### config.mk
export PLATFORM = sky130hd
export DESIGN_NAME = demux1x4_reg
export DESIGN_NICKNAME = d
export VERILOG_FILES = /design/src/rtl/mips_mux_pkg.sv /design/src/rtl/demux_lane.sv /design/src/rtl/demux1x4_reg.sv
export SDC_FILE = /design/constraint.sdc
export NUM_CORES = 1
export LEC_CHECK = 0
export CELL_PAD_IN_SITES_DETAIL_PLACEMENT = 0
export CELL_PAD_IN_SITES_GLOBAL_PLACEMENT = 1
export CORE_MARGIN = 4
export CORE_UTILIZATION = 37
export DETAILED_ROUTE_END_ITERATION = 12
export PLACE_DENSITY = 0.8
export SETUP_SLACK_MARGIN = 0.2
export SLEW_MARGIN = 20
export SYNTH_ARGS = -nofsm -noshare
export SYNTH_HDL_FRONTEND = slang
export SYNTH_SLANG_ARGS = --single-unit
export TNS_END_PERCENT = 10
### constraint.sdc
create_clock -name clk -period 1.95 [get_ports clk]
set_input_delay 0.4875 -clock clk [delete_from_list [all_inputs] [get_ports clk]]
set_output_delay 0.4875 -clock clk [all_outputs]
set_load 0.05 [all_outputs]
### src/rtl/mips_mux_pkg.sv
`default_nettype none
// ============================================================================
//  Package     : mips_mux_pkg
//  Description : Shared datapath-select definitions for the 2:1 / 4:1 muxes
//                and the registered 1-to-4 demultiplexer.
//  Revision    : 1.0 - initial release
// ============================================================================
package mips_mux_pkg;

    localparam int unsigned DATA_W = 32;
    localparam int unsigned LANES  = 4;
    localparam int unsigned SEL_W  = 2;

    // Destination select encodings (sl value -> lane)
    typedef enum logic [SEL_W-1:0] {
        SEL_L1 = 2'd0,
        SEL_L2 = 2'd1,
        SEL_L3 = 2'd2,
        SEL_L4 = 2'd3
    } sel_e;

endpackage : mips_mux_pkg
`default_nettype wire

### src/rtl/demux_lane.sv
`default_nettype none
// ============================================================================
//  Module      : demux_lane
//  Description : One-entry holding buffer with valid/ready drain. A write on
//                the same edge as a drain keeps the lane full with the new
//                word, so an always-ready sink sees one word per cycle.
//  Revision    : 1.0 - initial release
// ============================================================================
module demux_lane #(
    parameter int WIDTH = 32
) (
    input  logic             clk,
    input  logic             rst_n,
    input  logic             flush,
    input  logic             wr_en,
    input  logic [WIDTH-1:0] wr_data,
    input  logic             ready,
    output logic             valid,
    output logic [WIDTH-1:0] data
);

    logic             full;
    logic [WIDTH-1:0] buffer;

    // Full flag: flush beats write, write beats drain
    always_ff @(posedge clk or negedge rst_n) begin
        if (!rst_n) begin
            full <= 1'b0;
        end else if (flush) begin
            full <= 1'b0;
        end else if (wr_en) begin
            full <= 1'b1;
        end else if (full && ready) begin
            full <= 1'b0;
        end
    end

    // Buffer contents: loaded on write, otherwise held (not cleared on drain)
    always_ff @(posedge clk or negedge rst_n) begin
        if (!rst_n) begin
            buffer <= '0;
        end else if (wr_en && !flush) begin
            buffer <= wr_data;
        end
    end

    assign valid = full;
    assign data  = buffer;

endmodule : demux_lane
`default_nettype wire

### src/rtl/demux1x4_reg.sv
`default_nettype none
// ============================================================================
//  Module      : demux1x4_reg
//  Description : Registered 1-to-4 demultiplexer. Steers one source word to
//                the lane chosen by sl; each lane has its own one-entry
//                buffer so a stalled sink only blocks traffic aimed at it.
//                Optional per-lane accepted-word counters: DEMUX_STATS_EN.
//  Revision    : 1.0 - initial release
// ============================================================================
module demux1x4_reg
    import mips_mux_pkg::*;
#(
    parameter int WIDTH = DATA_W
`ifdef DEMUX_STATS_EN
   ,parameter int CNT_W = 16
`endif
) (
    input  logic             clk,
    input  logic             rst_n,
    input  logic             flush,
    input  logic [1:0]       sl,
    input  logic             in_valid,
    input  logic [WIDTH-1:0] in_data,
    output logic             in_ready,
    output logic             out1_valid,
    output logic             out2_valid,
    output logic             out3_valid,
    output logic             out4_valid,
    output logic [WIDTH-1:0] out1,
    output logic [WIDTH-1:0] out2,
    output logic [WIDTH-1:0] out3,
    output logic [WIDTH-1:0] out4,
    input  logic             out1_ready,
    input  logic             out2_ready,
    input  logic             out3_ready,
    input  logic             out4_ready
`ifdef DEMUX_STATS_EN
   ,output logic [CNT_W-1:0] cnt1,
    output logic [CNT_W-1:0] cnt2,
    output logic [CNT_W-1:0] cnt3,
    output logic [CNT_W-1:0] cnt4
`endif
);

    logic [LANES-1:0] lane_ready;
    logic [LANES-1:0] lane_valid;
    logic [LANES-1:0] wr_en;
    logic [WIDTH-1:0] lane_data [LANES];
    logic             accept;

    assign lane_ready = {out4_ready, out3_ready, out2_ready, out1_ready};

    // Selected lane can take a word if empty or draining this cycle;
    // held low during reset and flush
    always_comb begin
        in_ready = rst_n && !flush && (!lane_valid[sl] || lane_ready[sl]);
    end

    assign accept = in_valid && in_ready;

    for (genvar i = 0; i < LANES; i++) begin : g_lane
        assign wr_en[i] = accept && (sl == SEL_W'(i));

        demux_lane #(
            .WIDTH (WIDTH)
        ) u_lane (
            .clk     (clk),
            .rst_n   (rst_n),
            .flush   (flush),
            .wr_en   (wr_en[i]),
            .wr_data (in_data),
            .ready   (lane_ready[i]),
            .valid   (lane_valid[i]),
            .data    (lane_data[i])
        );
    end

    assign out1_valid = lane_valid[SEL_L1];
    assign out2_valid = lane_valid[SEL_L2];
    assign out3_valid = lane_valid[SEL_L3];
    assign out4_valid = lane_valid[SEL_L4];
    assign out1       = lane_data[SEL_L1];
    assign out2       = lane_data[SEL_L2];
    assign out3       = lane_data[SEL_L3];
    assign out4       = lane_data[SEL_L4];

`ifdef DEMUX_STATS_EN
    for (genvar i = 0; i < LANES; i++) begin : g_cnt
        logic [CNT_W-1:0] count;

        // Accepted-word counter; wraps naturally, survives flush
        always_ff @(posedge clk or negedge rst_n) begin
            if (!rst_n) begin
                count <= '0;
            end else if (wr_en[i]) begin
                count <= count + CNT_W'(1);
            end
        end
    end

    assign cnt1 = g_cnt[0].count;
    assign cnt2 = g_cnt[1].count;
    assign cnt3 = g_cnt[2].count;
    assign cnt4 = g_cnt[3].count;
`endif

endmodule : demux1x4_reg
`default_nettype wire

Word level (Yosys, flattened, before mapping)
Index checks and enable logic that the tools add are counted.

storage, ports and cells
  register bits after elaboration = 132
  input bits = 42
  output and inout port bits = 133
  word-level logic and storage cells = 51

operators by class
  $lt $le $gt $ge = 1
  equal/unequal tests = 3
  mux-type cells = 16
  reductions and logical operators = 23

operators with widths
  cell                number
  $logic_and 1x1->1   15
  $mux 1              14
  $reduce_bool 3->1   4
  $bmux 1 s2          2
  $eq 2x2->1 const B  2
  $lt 2x3->1 const B  1
  $eq 2x1->1 const B  1
  $logic_not 1->1     2
  $logic_not 2->1     1
  $logic_or 1x1->1    1

Depth between registers and ports, before layout
  depth after elaboration = 9
  gate-level depth with buffers = 5

Modules after synthesis
From an unflattened synthesis, not the netlist that was laid out.

second synthesis, totals
  cells, all modules = 311
  area total of the unflattened synthesis = 5713.0 um2

by module, submodules not included
  module        instances  cells an instance  area an instance (um2)
  demux_lane    4          73                 1398.8
  demux1x4_reg  1          19                 117.6

Worst setup path before layout
No wires, ideal clock.

  path kind = register to output
  start point = register g_lane[0].u_lane.full
  end point = output in_ready
  arrival = 1718 ps
  data required time = 1462 ps
  slack = -255 ps
  stages on the path, launching flop included = 4
  buffers on the path = 0
  cell sequence = dfrtp_1 > or4b_2 > o311ai_0 > a21oi_1

between the ends
  word-level cells in the longest chain between the ends = 5

RTL lines
  item                          line                text
  from (decl)                   demux_lane.sv:22    logic full;
  from (signal assigned)        demux_lane.sv:28    full <= 1'b0;
  from (signal assigned)        demux_lane.sv:30    full <= 1'b0;
  from (signal assigned)        demux_lane.sv:32    full <= 1'b1;
  $bmux 1 s2                    demux1x4_reg.sv:56  in_ready = rst_n && !flush && (!lane_valid[sl] || lane_ready[sl]);
  $mux 1 (not written as such)  demux1x4_reg.sv:56
  $logic_not 1->1               demux1x4_reg.sv:56
  $logic_or 1x1->1              demux1x4_reg.sv:56
  $logic_and 1x1->1             demux1x4_reg.sv:56
  to (decl)                     demux1x4_reg.sv:24  output logic in_ready,

No other way between the ends. The select of a mux whose other input is x is not followed.

Worst setup path in the final report
Ends and elaborated chain as after synthesis.

==> metrics.md <==
| Metric | Value |
|---|---|
| Crit end category | `output port` |
| Initial core utilization | `0.3826` |
| Synthesized area | `0.005127 sq mm` |
| Failing checks | `negative setup slack` |
| Row count | `42` |
| Dpl cell area | `0.006925 sq mm` |
| Diode count | `0` |
| Die height | `125.7 um` |
| Slew @ Worst Pin | `0.8750 ns` |
| Clock latency on the worst-skew pair | `0.42 ns` |
| Setup TNS | `-0.09987 ns` |
| Routability cong. | `0.8200` |
| Clk buf depth | `2` |
| Mean Syn Cell Area | `17.38 sq um` |
| H-tree depth | `4` |
| Initial DRC count | `110` |
| Number of port buffers | `174` |
| Worst EP required | `1.46 ns` |
| Synth area leaders | `dfrtp_1 64%, mux2_2 22%, mux2_4 8.5%, buf_12 1.2%, buf_2 0.98%` |
| P&R area growth vs syn | `49.49%` |
| HPWL after detailed placement | `8.707 mm` |
| Post-synth EDFFs | `0` |
| Mapped Cells | `295` |
| Max-cap violation count | `0` |
| Initial antenna violation count | `0` |
| Yosys cell types | `22` |
| Status | `finished with violations` |
| Post-DRT Antenna Nets | `0` |
| Setup Crit Path Kind | `reg -> out` |
| GR Util All Layers | `0.1608` |
| I/O Pins | `175` |
| Most common cell in the netlist | `dfrtp_1` |
| Core area | `0.01340 sq mm` |
| Dpl cells | `651` |
| DR WL/cell | `18.20 um` |
| Worst reg2reg path depth | `6` |
| Largest net degree at the start of global routing | `73` |
| Die footprint | `0.01581 sq mm` |
| Fmax | `0.4878 GHz` |
| Via density | `4.756` |
| Area share of the largest cell type after synthesis | `0.6442` |
| CTS sink cnt | `132` |
| Endpoints failing hold | `0` |
| Ys async rst share | `1.000` |
| CTS buffer count | `17` |
| Synth top cells by count | `132 x dfrtp_1, 99 x mux2_2, 29 x mux2_4` |
| RSZ-0062 raised after global routing | `yes` |
| Core Util, Final | `0.5720` |
| Worst setup SP type | `flop` |
| GRT overflow | `0` |
| Seq/Total Area, Yosys | `0.6442` |
| Yosys top cell by area | `dfrtp_1` |
| Final period util | `1.051` |
| Post-Layout Cell Count | `688` |
| CTS clk-pin slew, worst paths | `0.06 ns` |
| Synth warn | `0` |
| Top FF cell, synth | `dfrtp_1` |
| VDD IR-drop max | `0.6981 mV` |
| Tmin final | `2.050 ns` |
| Place WS | `-0.3937 ns` |
| Static leakage | `3.703 nW` |
| Clock root cell | `clkbuf_16` |
| Synth Register Bits | `132` |
| Die X | `125.7 um` |
| # DRC | `0` |
| CTS tree | `done` |
| Vias post-DR | `3272` |
| Nets | `541` |
| Pwr Density | `1472 mW/mm^2` |
| Worst Path Max Fanout | `2` |
| Syn nets | `337` |
| Worst rel slew slack | `0.4167` |
| Worst EP arrival | `1.56 ns` |
| Max-slew violation count | `0` |
| Vias in the first global route | `3511` |
| Reg2reg setup slack | `0.28 ns` |
| Post-route design area | `0.007665 sq mm` |
| RR Startpoint | `g_lane[0].u_lane.valid` |
| Drt pass-1 iters | `4` |
| Share of post-route cells with drive strength above 1 | `0.6484` |
| # setup viols final | `1` |
| R2r endpoint | `g_lane[0].u_lane.data[13]` |
| Tightest Hold Check Type | `in -> async` |
| First-pass GRT wire length | `20.00 mm` |
| Detailed Route WL | `12.52 mm` |
| Setup ws final | `-0.09987 ns` |
| Clk_skew | `0.01476 ns` |
metrics by stage:
| step | hold WS [ns] | power (mW) |
|---|---|---|
| 2_1_floorplan | 0.1919 | 6.590 |
| 3_3_place_gp | 0.2904 | 8.007 |
| 3_5_place_dp | 0.2932 | 8.065 |
| 4_1_cts | 0.2811 | 11.41 |
| 5_1_grt | 0.3246 | 11.77 |
| 6_report | 0.2632 | 11.28 |
worst max-delay path, cell delays in order, from the launching register on:
cell,delay (ns)
dfrtp_2,0.38
or4b_4,0.48
o311ai_4,0.09
a21oi_4,0.04
buf_6,0.16
placed cells by master (no fill, tap or decap), drive strengths merged, types with 2 or more instances in the layout:
master	count
buf	158
dfrtp	132
mux2	128
clkdlybuf4s50	35
clkbuf	22
clkinv	5
nand2b	4
bufinv	3
clkdlybuf4s15	3
o21ai	2
o21bai	2
clkinvlp	2
inv	2
and2b	2
cell type report:
type                       instances  area (sq um)
inverter                           1         3.754
multi-input combinational        148          1784
fill                            1078          5736
clock inverter                    11         150.1
tap                              176         220.2
timing repair buffer             199          1730
clock buffer                      21         470.5
sequential                       132          3306
layer usage:
| layer | share of wire | global-route usage |
|---|---|---|
| met1 | 0.43 | 0.2036 |
| met2 | 0.47 | 0.2508 |
| met3 | 0.085 | 0.06435 |
| met4 | 0.016 | 0.05804 |
| met5 | 0 | 0 |
where the power goes:
part / internal, mW / leakage, nW / switching, mW
Sequential: 3.37 / 1.62 / 0.363
Clock: 2.12 / 0.300 / 1.16
Combinational: 1.44 / 1.78 / 2.84
Total: 6.92 / 3.70 / 4.36
logic make-up (layout without fill, tap and decap cells):
group           Yosys count  count (layout)  share of synthesized area
flops                   132             132                     0.6442
mux                     129             129                     0.3043
compound gates            6               6                   0.007563
buf+inv                  15             232                    0.02440
simple gates             13              13                    0.01952
flip-flops by register name, summed over array words and instances, names as in the netlist:
| register | flops |
|---|---|
| g_lane.u_lane.data | 128 |
| g_lane.u_lane.valid | 4 |
how the worst max path moves through the flow:
| stage | endpoint | from | cells past startpoint |
|---|---|---|---|
| floorplan | g_lane[1].u_lane.data[10] | g_lane[1].u_lane.valid | 5 |
| global placement | in_ready | sl[1] | 5 |
| detailed placement | g_lane[3].u_lane.data[16] | sl[1] | 5 |
| CTS | in_ready | g_lane[0].u_lane.valid | 4 |
| global route | in_ready | g_lane[0].u_lane.valid | 4 |
| finish | in_ready | g_lane[0].u_lane.valid | 4 |
what timing repair did:
item,4_1_cts,5_1_grt
hold buffers,1,0
gates cloned,0,1
endpoints found under the setup margin,129,70
gates resized for setup,16,11
setup buffers,2,1
endpoints found under the hold margin,2,0
pin swaps,4,4
No activity file was read; power rests on OpenSTA's default activity.
